## src/rtl/nn_pkg.sv

```systemverilog
// Shared types and default sizing for the NN weight dispatch path.
// No logic; state/mode enums and default parameter values only.
// Backpressure handling lives in the modules that import this package.
package nn_pkg;

    typedef enum logic [1:0] {
        IDLE = 2'd0,
        FILL = 2'd1,
        DONE = 2'd2
    } dispatch_state_t;

    typedef enum logic {
        ADDR = 1'b0,
        SEQ  = 1'b1
    } dispatch_mode_t;

    localparam int NN_N_CH   = 16;
    localparam int NN_DATA_W = 16;
    localparam int NN_DEPTH  = 64;

endpackage

```

## src/rtl/nn_onehot_dec.sv

```systemverilog
// Select-to-one-hot decoder with enable and out-of-range flag.
// Latency: combinational.
// Backpressure: none; a pure function of sel/en.
module nn_onehot_dec #(
    parameter int N_CH  = 16,
    parameter int SEL_W = $clog2(N_CH)
) (
    input  logic [SEL_W-1:0] sel,
    input  logic             en,
    output logic [N_CH-1:0]  onehot,
    output logic             oor
);

    localparam logic [SEL_W:0]  SEL_LIM = N_CH[SEL_W:0];
    localparam logic [N_CH-1:0] ONE     = {{(N_CH-1){1'b0}}, 1'b1};

    // Non-power-of-two channel counts leave select codes with no FIFO behind them.
    assign oor    = ({1'b0, sel} >= SEL_LIM);
    assign onehot = (en && !oor) ? (ONE << sel) : '0;

endmodule

```

## src/rtl/nn_weight_dispatch.sv

```systemverilog
// Registered weight-word dispatcher into N_CH FIFOs, addressed or sequential fill; NN_DISPATCH_BCAST_EN adds a broadcast input.
// Latency: accepted word shows on wr_en/wr_data one cycle later, one word per cycle sustained.
// Backpressure: in_ready drops when the target FIFO (any FIFO for broadcast) reports full; sequencer holds in place.
module nn_weight_dispatch
    import nn_pkg::*;
#(
    parameter int  N_CH   = NN_N_CH,
    parameter int  DATA_W = NN_DATA_W,
    parameter int  DEPTH  = NN_DEPTH,
    localparam int SEL_W  = $clog2(N_CH)
) (
    input  logic              clk,
    input  logic              rst_n,
    input  logic              mode,
    input  logic              start,
`ifdef NN_DISPATCH_BCAST_EN
    input  logic              bcast,
`endif
    input  logic              in_valid,
    output logic              in_ready,
    input  logic [DATA_W-1:0] in_data,
    input  logic [SEL_W-1:0]  in_sel,
    input  logic [N_CH-1:0]   fifo_full,
    output logic [N_CH-1:0]   wr_en,
    output logic [DATA_W-1:0] wr_data,
    output logic              busy,
    output logic              done,
    output logic              sel_err
);

    localparam int CNT_W = $clog2(DEPTH + 1);
    localparam int LAST_WORD_I = DEPTH - 1;
    localparam int LAST_CH_I   = N_CH - 1;
    localparam logic [CNT_W-1:0] LAST_WORD = LAST_WORD_I[CNT_W-1:0];
    localparam logic [SEL_W-1:0] LAST_CH   = LAST_CH_I[SEL_W-1:0];

    dispatch_state_t   state;
    logic [CNT_W-1:0]  word_cnt;
    logic [SEL_W-1:0]  ch_ptr;
    logic [SEL_W-1:0]  tgt_sel;
    logic [N_CH-1:0]   tgt_oh;
    logic              tgt_oor;
    logic              tgt_full;
    logic              bcast_w;
    logic              ready_c;
    logic              accept;
    logic              addr_mode;

`ifdef NN_DISPATCH_BCAST_EN
    assign bcast_w = bcast;
`else
    assign bcast_w = 1'b0;
`endif

    assign addr_mode = (dispatch_mode_t'(mode) == ADDR);
    assign tgt_sel   = (state == FILL) ? ch_ptr : in_sel;

    nn_onehot_dec #(
        .N_CH  (N_CH),
        .SEL_W (SEL_W)
    ) u_tgt_dec (
        .sel    (tgt_sel),
        .en     (1'b1),
        .onehot (tgt_oh),
        .oor    (tgt_oor)
    );

    // Masking with the decoded target avoids indexing fifo_full with an out-of-range select.
    assign tgt_full = |(tgt_oh & fifo_full);

    always_comb begin
        ready_c = 1'b0;
        case (state)
            IDLE: begin
                if (addr_mode) begin
                    if (bcast_w)      ready_c = ~|fifo_full;
                    else if (tgt_oor) ready_c = 1'b1;
                    else              ready_c = ~tgt_full;
                end
            end
            FILL:    ready_c = ~tgt_full;
            default: ready_c = 1'b0;
        endcase
    end

    assign in_ready = ready_c & rst_n;
    assign accept   = in_valid & in_ready;

    always_ff @(posedge clk or negedge rst_n) begin
        if (!rst_n) begin
            state    <= IDLE;
            word_cnt <= '0;
            ch_ptr   <= '0;
            wr_en    <= '0;
            wr_data  <= '0;
            busy     <= 1'b0;
            done     <= 1'b0;
            sel_err  <= 1'b0;
        end else begin
            wr_en   <= '0;
            done    <= 1'b0;
            sel_err <= 1'b0;
            case (state)
                IDLE: begin
                    if (addr_mode) begin
                        if (accept) begin
                            if (bcast_w) begin
                                wr_en   <= '1;
                                wr_data <= in_data;
                            end else if (tgt_oor) begin
                                sel_err <= 1'b1;
                            end else begin
                                wr_en   <= tgt_oh;
                                wr_data <= in_data;
                            end
                        end
                    end else if (start) begin
                        state    <= FILL;
                        ch_ptr   <= '0;
                        word_cnt <= '0;
                        busy     <= 1'b1;
                    end
                end
                FILL: begin
                    if (accept) begin
                        wr_en   <= tgt_oh;
                        wr_data <= in_data;
                        if (word_cnt == LAST_WORD) begin
                            word_cnt <= '0;
                            if (ch_ptr == LAST_CH) begin
                                state <= DONE;
                                busy  <= 1'b0;
                                done  <= 1'b1;
                            end else begin
                                ch_ptr <= ch_ptr + 1'b1;
                            end
                        end else begin
                            word_cnt <= word_cnt + 1'b1;
                        end
                    end
                end
                DONE:    state <= IDLE;
                default: state <= IDLE;
            endcase
        end
    end

endmodule

```

## config.mk

```make
export PLATFORM = sky130hd
export DESIGN_NAME = nn_weight_dispatch
export DESIGN_NICKNAME = d
export VERILOG_FILES = /design/src/rtl/nn_pkg.sv /design/src/rtl/nn_onehot_dec.sv /design/src/rtl/nn_weight_dispatch.sv
export SDC_FILE = /design/constraint.sdc
export NUM_CORES = 1
export LEC_CHECK = 0
export BUFFER_PORTS_ARGS = -buffer_cell sky130_fd_sc_hd__buf_2
export CAP_MARGIN = 20
export CORE_ASPECT_RATIO = 0.8
export CORE_MARGIN = 1
export CORE_UTILIZATION = 26
export CTS_BUF_LIST = sky130_fd_sc_hd__clkbuf_4
export DETAILED_ROUTE_END_ITERATION = 10
export PLACE_DENSITY = 0.53
export SLEW_MARGIN = 15
export SYNTH_ARGS = -nofsm -noshare
export SYNTH_HDL_FRONTEND = slang
export SYNTH_HIERARCHICAL = 1
export SYNTH_SLANG_ARGS = --single-unit
```

## constraint.sdc

```tcl
create_clock -name clk -period 2.9 [get_ports clk]
set_input_delay 0.145 -clock clk [delete_from_list [all_inputs] [get_ports clk]]
set_output_delay 0.145 -clock clk [all_outputs]
set_load 0.01 [all_outputs]
```

Word-level counts from Yosys, hierarchy flattened:

Cells that the tools add are included.

* bits in registers: 47
* latch bits: 0
* bits in writable memories: 0
* ROM bits: 0
* input port bits: 41
* memories kept: 0

* add/subtract/negate cells: 2
* multiply operators: 0
* divide/modulo/power cells: 0
* order comparisons: 0
* equal/unequal tests: 10
* shifts and indexed selects: 1
* mux-type cells: 36
* bitwise gates (word level): 4
* reduce and logical (&&, ||, !) cells: 8

Operators by type and width (count)
* $mux W16: 4
* $pmux W16 S2: 2
* $mux W7: 4
* $mux W4: 6
* $and A16 B16 Y16: 1
* $reduce_or A16 Y1: 1
* $shl A1 B4 Y16 const A: 1
* $pmux W7 S2: 1
* $reduce_and A6 Y1: 2
* $mux W1: 10
* $mux W2: 5
* $ne A2 B2 Y1 const B: 5
* $pmux W4 S2: 1
* $add A7 B1 Y7 const B: 1
* $eq A7 B6 Y1 const B: 1
* $reduce_and A5 Y1: 1
* $add A4 B1 Y4 const B: 1
* $eq A4 B4 Y1 const B: 1
* $ne A2 B1 Y1 const B: 2
* $pmux W1 S2: 2
* $pmux W2 S2: 1
* $reduce_and A4 Y1: 1
* $and A1 B1 Y1: 2
* $eq A2 B1 Y1 const B: 1
* other kinds (4): 4

Logic depth before layout (Yosys ltp):

* word-level depth: 13
* gate-level depth with buffers: 14

Hierarchy:

The synthesis kept the hierarchy.

By module, submodules not included
* nn_weight_dispatch: times used 1, cells each 189, area an instance 2260.9 sq um
* nn_onehot_dec: times used 1, cells each 25, area an instance 131.4 sq um

Least setup slack after synthesis:

Ideal clock, no wire load.

* kind: reg2reg
* from: reg state[0]
* to: reg wr_data[0]
* arrival time: 2.848 ns
* slack: -0.073 ns
* cell stages (with the launch flop): 15
* path buffers: 3
* cells stage by stage: dfrtp_1 buf_2 nor2b_1 buf_2 nand2_1 nand2_1 nand2b_1 nor2_1 a22o_1 a221oi_2 and4_4 o21ai_4 nor3_4 buf_12 mux2_4

* cells in the longest elaborated chain, start to end: 13

Ends and longest elaborated chain
* start: declaration: RTL line nn_weight_dispatch.sv:37 `dispatch_state_t state;`
* start signal: assignment: RTL line nn_weight_dispatch.sv:91 `state <= IDLE;`
* start signal: assignment: RTL line nn_weight_dispatch.sv:118 `state <= FILL;`
* start signal: assignment: RTL line nn_weight_dispatch.sv:131 `state <= DONE;`
* $eq A2 B1 Y1 (*): RTL line nn_weight_dispatch.sv:56 `assign tgt_sel = (state == FILL) ? ch_ptr : in_sel;`
* $mux W4 (*): RTL line nn_weight_dispatch.sv:56
* via tgt_sel[3]: RTL line nn_weight_dispatch.sv:40 `logic [SEL_W-1:0] tgt_sel;`
* $shl A1 B4 Y16 (*): RTL line nn_onehot_dec.sv:19 `assign onehot = (en && !oor) ? (ONE << sel) : '0;`
* via tgt_oh[5]: RTL line nn_weight_dispatch.sv:41 `logic [N_CH-1:0] tgt_oh;`
* $and A16 B16 Y16 (*): RTL line nn_weight_dispatch.sv:69 `assign tgt_full = |(tgt_oh & fifo_full);`
* $reduce_or A16 Y1 (*): RTL line nn_weight_dispatch.sv:69
* $not A1 Y1 (*): RTL line nn_weight_dispatch.sv:78, nn_weight_dispatch.sv:81
* $mux W1: RTL line nn_weight_dispatch.sv:75 `if (addr_mode) begin`
* $pmux W1 S2 (*): RTL line nn_weight_dispatch.sv:73 `case (state)`
* $and A1 B1 Y1 (*): RTL line nn_weight_dispatch.sv:86 `assign in_ready = ready_c & rst_n;`
* $and A1 B1 Y1 (*): RTL line nn_weight_dispatch.sv:87 `assign accept = in_valid & in_ready;`
* $mux W16 (*)
* $mux W16
* $pmux W16 S2 (*): RTL line nn_weight_dispatch.sv:103 `case (state)`
* end signal: assignment: RTL line nn_weight_dispatch.sv:109 `wr_data <= in_data;`
* end signal: assignment: RTL line nn_weight_dispatch.sv:114 `wr_data <= in_data;`
* end signal: assignment: RTL line nn_weight_dispatch.sv:127 `wr_data <= in_data;`
* end: declaration: RTL line nn_weight_dispatch.sv:25 `output logic [DATA_W-1:0] wr_data,`

The timed path passes the listed nets; every way through them passes the cells marked *. The select of a mux whose other input is x is not followed.
A chain may end at the register's enable or synchronous reset.

Worst setup path after layout:

* from: reg state[0]
* to: reg ch_ptr[3]

* cells in the longest elaborated chain, start to end: 12

Ends and longest elaborated chain
* $eq A2 B1 Y1 (*): RTL line nn_weight_dispatch.sv:56
* $mux W4 (*): RTL line nn_weight_dispatch.sv:56
* via tgt_sel[1]: RTL line nn_weight_dispatch.sv:40
* $shl A1 B4 Y16 (*): RTL line nn_onehot_dec.sv:19
* via tgt_oh[9]: RTL line nn_weight_dispatch.sv:41
* $and A16 B16 Y16 (*): RTL line nn_weight_dispatch.sv:69
* $reduce_or A16 Y1 (*): RTL line nn_weight_dispatch.sv:69
* $not A1 Y1 (*): RTL line nn_weight_dispatch.sv:78, nn_weight_dispatch.sv:81
* $mux W1: RTL line nn_weight_dispatch.sv:75
* $pmux W1 S2 (*): RTL line nn_weight_dispatch.sv:73
* $and A1 B1 Y1 (*): RTL line nn_weight_dispatch.sv:86
* $and A1 B1 Y1 (*): RTL line nn_weight_dispatch.sv:87
* $ne A2 B2 Y1 (no source line) (*)
* $reduce_and A6 Y1 (no source line) (*)
* end signal: assignment: RTL line nn_weight_dispatch.sv:135 `ch_ptr <= ch_ptr + 1'b1;`
* end: declaration: RTL line nn_weight_dispatch.sv:39 `logic [SEL_W-1:0] ch_ptr;`

The timed path passes the listed nets; every way through them passes the cells marked *.

==> metrics.yaml <==
timing:
  setup_viol: 0
  fin_crit_sh_pct: 95.4
  clock-skew-final_ns: 0.0221
  max_slew_margin_pct: 59.1
  max_clock_freq_mhz: 361
  min_period_ns: 2.77
  tightest_slew_ns: 0.613
  hold_viol: 0
  slew_violations: 0
  tns_ns: 0
worst_setup_path:
  cp-start-kind: "register"
  path_max_fanout: 8
  ff2ff_path_depth: 14
  arrival_ns: 3.07
  end_kind: "register"
  cp.required_ns: 3.20
  crit_type: "register to register"
detailed_routing:
  wl_mm: 6.22
  vias: 1994
  routed_via_density: 4.54
  ant_nets: 0
  drtPass1Iterations: 4
  drt_iter0_markers: 109
  wl_met2_mm: 2.70
  drc: 0
  routed-wl-met3_um: 398
  routed.top_layer: "met4"
  drt-met1-wl_mm: 3.07
  wl_per_cell_um: 14.2
floorplanning:
  die_h_um: 87.8
  start_util_pct: 27.5
  pin_count: 77
  num_rows: 30
  coreArea_um2: 8710
  dieArea_um2: 9590
  die_w_um: 109
synthesis:
  synthCells: 214
  synth_top_family_by_area: "simple AND/OR/NAND/NOR gates"
  synthFlopType: "dfrtp_1"
  synth_edf_count: 0
  synth_top_area_cell: "dfrtp_1"
  synth_area_um2: 2390
  yosysMostFrequentCell: "dfrtp_1"
  synth_top_cell_area_share_pct: 50.2
  yosys-top-cells-count: "dfrtp_1, nor2_1, nand2_1, and2_1, mux2_4"
  synth.area.top_cells: "dfrtp_1, mux2_4, and2_1, nor2_1, nand2_1"
  ys_ff_latch: 48
  synth_simple_gate_area_share_pct: 24.6
  synth_compound_area_share_pct: 11.3
  ys_types: 45
  synth-xor-area-share_pct: 0
  seq_area_frac_synth_pct: 50.2
  synth_warnings: 6
  async_flop_share_pct: 100
  syn_area_per_cell_um2: 11.2
  muxShareOfSynthArea_pct: 9.73
  synthAdderAreaFrac_pct: 1.05
clock_network:
  cts_buffers: 5
  clkSinkCount: 48
  cts-root-buf: "clkbuf_4"
  cts_buffer_depth: 2
  cts_tree: "built"
  cts_max_level: 2
  clk_pin_slew_ns: 0.15
  clock_latency_ns: 0.36
global_route:
  grt_pass1_vias: 1978
  overflow: 0
  grt_usage_pct: 13.4
  grt_max_degree: 49
  antenna_found_initial: 0
  grt_pass1_wl_mm: 9.75
worst_hold_path:
  holdPathStages: 4
  worstHoldPathType: "primary input to register"
placed_design:
  dp.cells: 411
  dp_hpwl_mm: 4.63
  portBuffers: 76
  place.gp.congestion: 0.836
  dpl_cell_area_um2: 2990
power:
  p_sw_share_pct: 25.9
  clkPwrFrac_pct: 31.4
  p_int_uw: 1190
  seqPwrFrac_pct: 49.6
  power.switching_uw: 416
  total_power_uw: 1600
  ir_drop_mv: 0.238
  p_leak_uw: 0.00165
  power_frac_comb_pct: 19.1
  power_density_nw_per_um2: 478
cells_and_area:
  final_util_pct: 38.5
  areaGrowthSynthToFinish_pct: 40.1
  fillers: 889
  finalInstanceArea_um2: 3350
  insertedDiodeCount: 0
  stdcell_count: 439
  nNetsFinal: 369
  drive_gt1_share_pct: 43.7
outcome:
  status: "finished, final reports clean"
flow_run:
  drv_cap: 0
-- power by group through the flow --
stage	Clock [uW]	Sequential (uW)	Combinational, uW
CTS	523	795	305
floorplan	0	824	143
finish	503	795	306
detailed placement	0	808	291
global placement	0	809	287
global route	549	807	342
-- registers in the layout, summed over array words and instances, names as in the netlist --
register and count:
busy 1, wr_en 16, sel_err 1, wr_data 16
done 1, ch_ptr 4, word_cnt 7, state 2
-- cell usage in the layout, fill, tap and decap left out, types with 3 or more instances in the layout --
master | synthesis | layout
conb_1 | 2 | 5
a221oi_2 | 4 | 4
buf_2 | 3 | 76
nand2b_4 | 0 | 3
buf_4 | 1 | 15
dlygate4sd3_1 | 0 | 17
nor2b_1 | 5 | 4
a31oi_1 | 3 | 3
dfrtp_1 | 48 | 46
and2_1 | 17 | 17
nand3_1 | 10 | 10
mux2_4 | 14 | 14
a21o_1 | 3 | 3
nor2_1 | 24 | 21
nor3_1 | 4 | 4
a22o_1 | 7 | 7
o211ai_1 | 3 | 3
clkbuf_4 | 0 | 5
and3_1 | 3 | 3
nand2_1 | 22 | 20
-- final timing paths --
path                                          from                 endpoint  slack (ns)
max in group asynchronous                    rst_n     state[1]$_DFFE_PN0P_        2.05
min reg2reg                word_cnt[5]$_DFFE_PN0P_  word_cnt[5]$_DFFE_PN0P_        0.52
max reg2reg                   state[0]$_DFFE_PN0P_    ch_ptr[3]$_DFFE_PN0P_        0.13
min                                          start  word_cnt[6]$_DFFE_PN0P_        0.21
min in group asynchronous                    rst_n      wr_en[15]$_DFF_PN0_        0.41
max                           state[0]$_DFFE_PN0P_    ch_ptr[3]$_DFFE_PN0P_        0.13
-- layout make-up --
cell class | count | area (um2) | share of cell area, %
repair buffers | 110 | 694 | 20.7
clock inverters | 3 | 68.8 | 2.05
clock buffers | 5 | 37.5 | 1.12
flip-flops and latches | 48 | 1200 | 35.9
multi-input cells | 160 | 1200 | 35.9
well taps | 112 | 140 | 4.18
inverters | 1 | 3.75 | 0.112
-- kinds of logic (layout without fill, tap and decap cells) --
logic type	count (synthesis)	in the layout
AND/OR/NAND/NOR	106	106
other	2	5
AO/OA/AOI/OAI	31	31
buffers and inverters	9	119
flip-flops	48	48
adder cells (fa/ha/maj)	2	2
multiplexers	16	16
-- layer usage --
metal / track usage [%] / up-vias
met5: 0 / -
met4: 4.00 / 0
met3: 2.98 / 2
met2: 20.5 / 74
met1: 19.0 / 934
li1: - / 984
-- critical path, cell delays in order, from the launching register on --
cell and delay [ns]:
dfrtp_2 0.46, buf_4 0.15, nand2b_4 0.08, nand2_1 0.05, nand2_1 0.07, buf_4 0.11
or3b_4 0.18, nor2_4 0.05, a22o_1 0.23, a221oi_2 0.21, and4_4 0.29, o21ai_4 0.06
buf_4 0.16, or4_1 0.52, nand3_1 0.09
-- through the flow --
stage          worst slack [ns]  hold WS, ns
2_1_floorplan          0.000220       -0.151
3_3_place_gp             0.0958        0.326
3_5_place_dp             0.0918        0.327
4_1_cts                 0.00188    0.0000512
5_1_grt                -0.00874        0.187
6_report                  0.133        0.211
-- repair_timing --
action | 4_1_cts | 5_1_grt
hold buffers | 14 | 3
pin swaps | 0 | 3
gates resized for setup | 4 | 13
buffers inserted | 0 | 3
endpoints found under the setup margin | 1 | 36
hold endpoints to repair | 61 | 3
No activity file was read; power rests on OpenSTA's default activity.
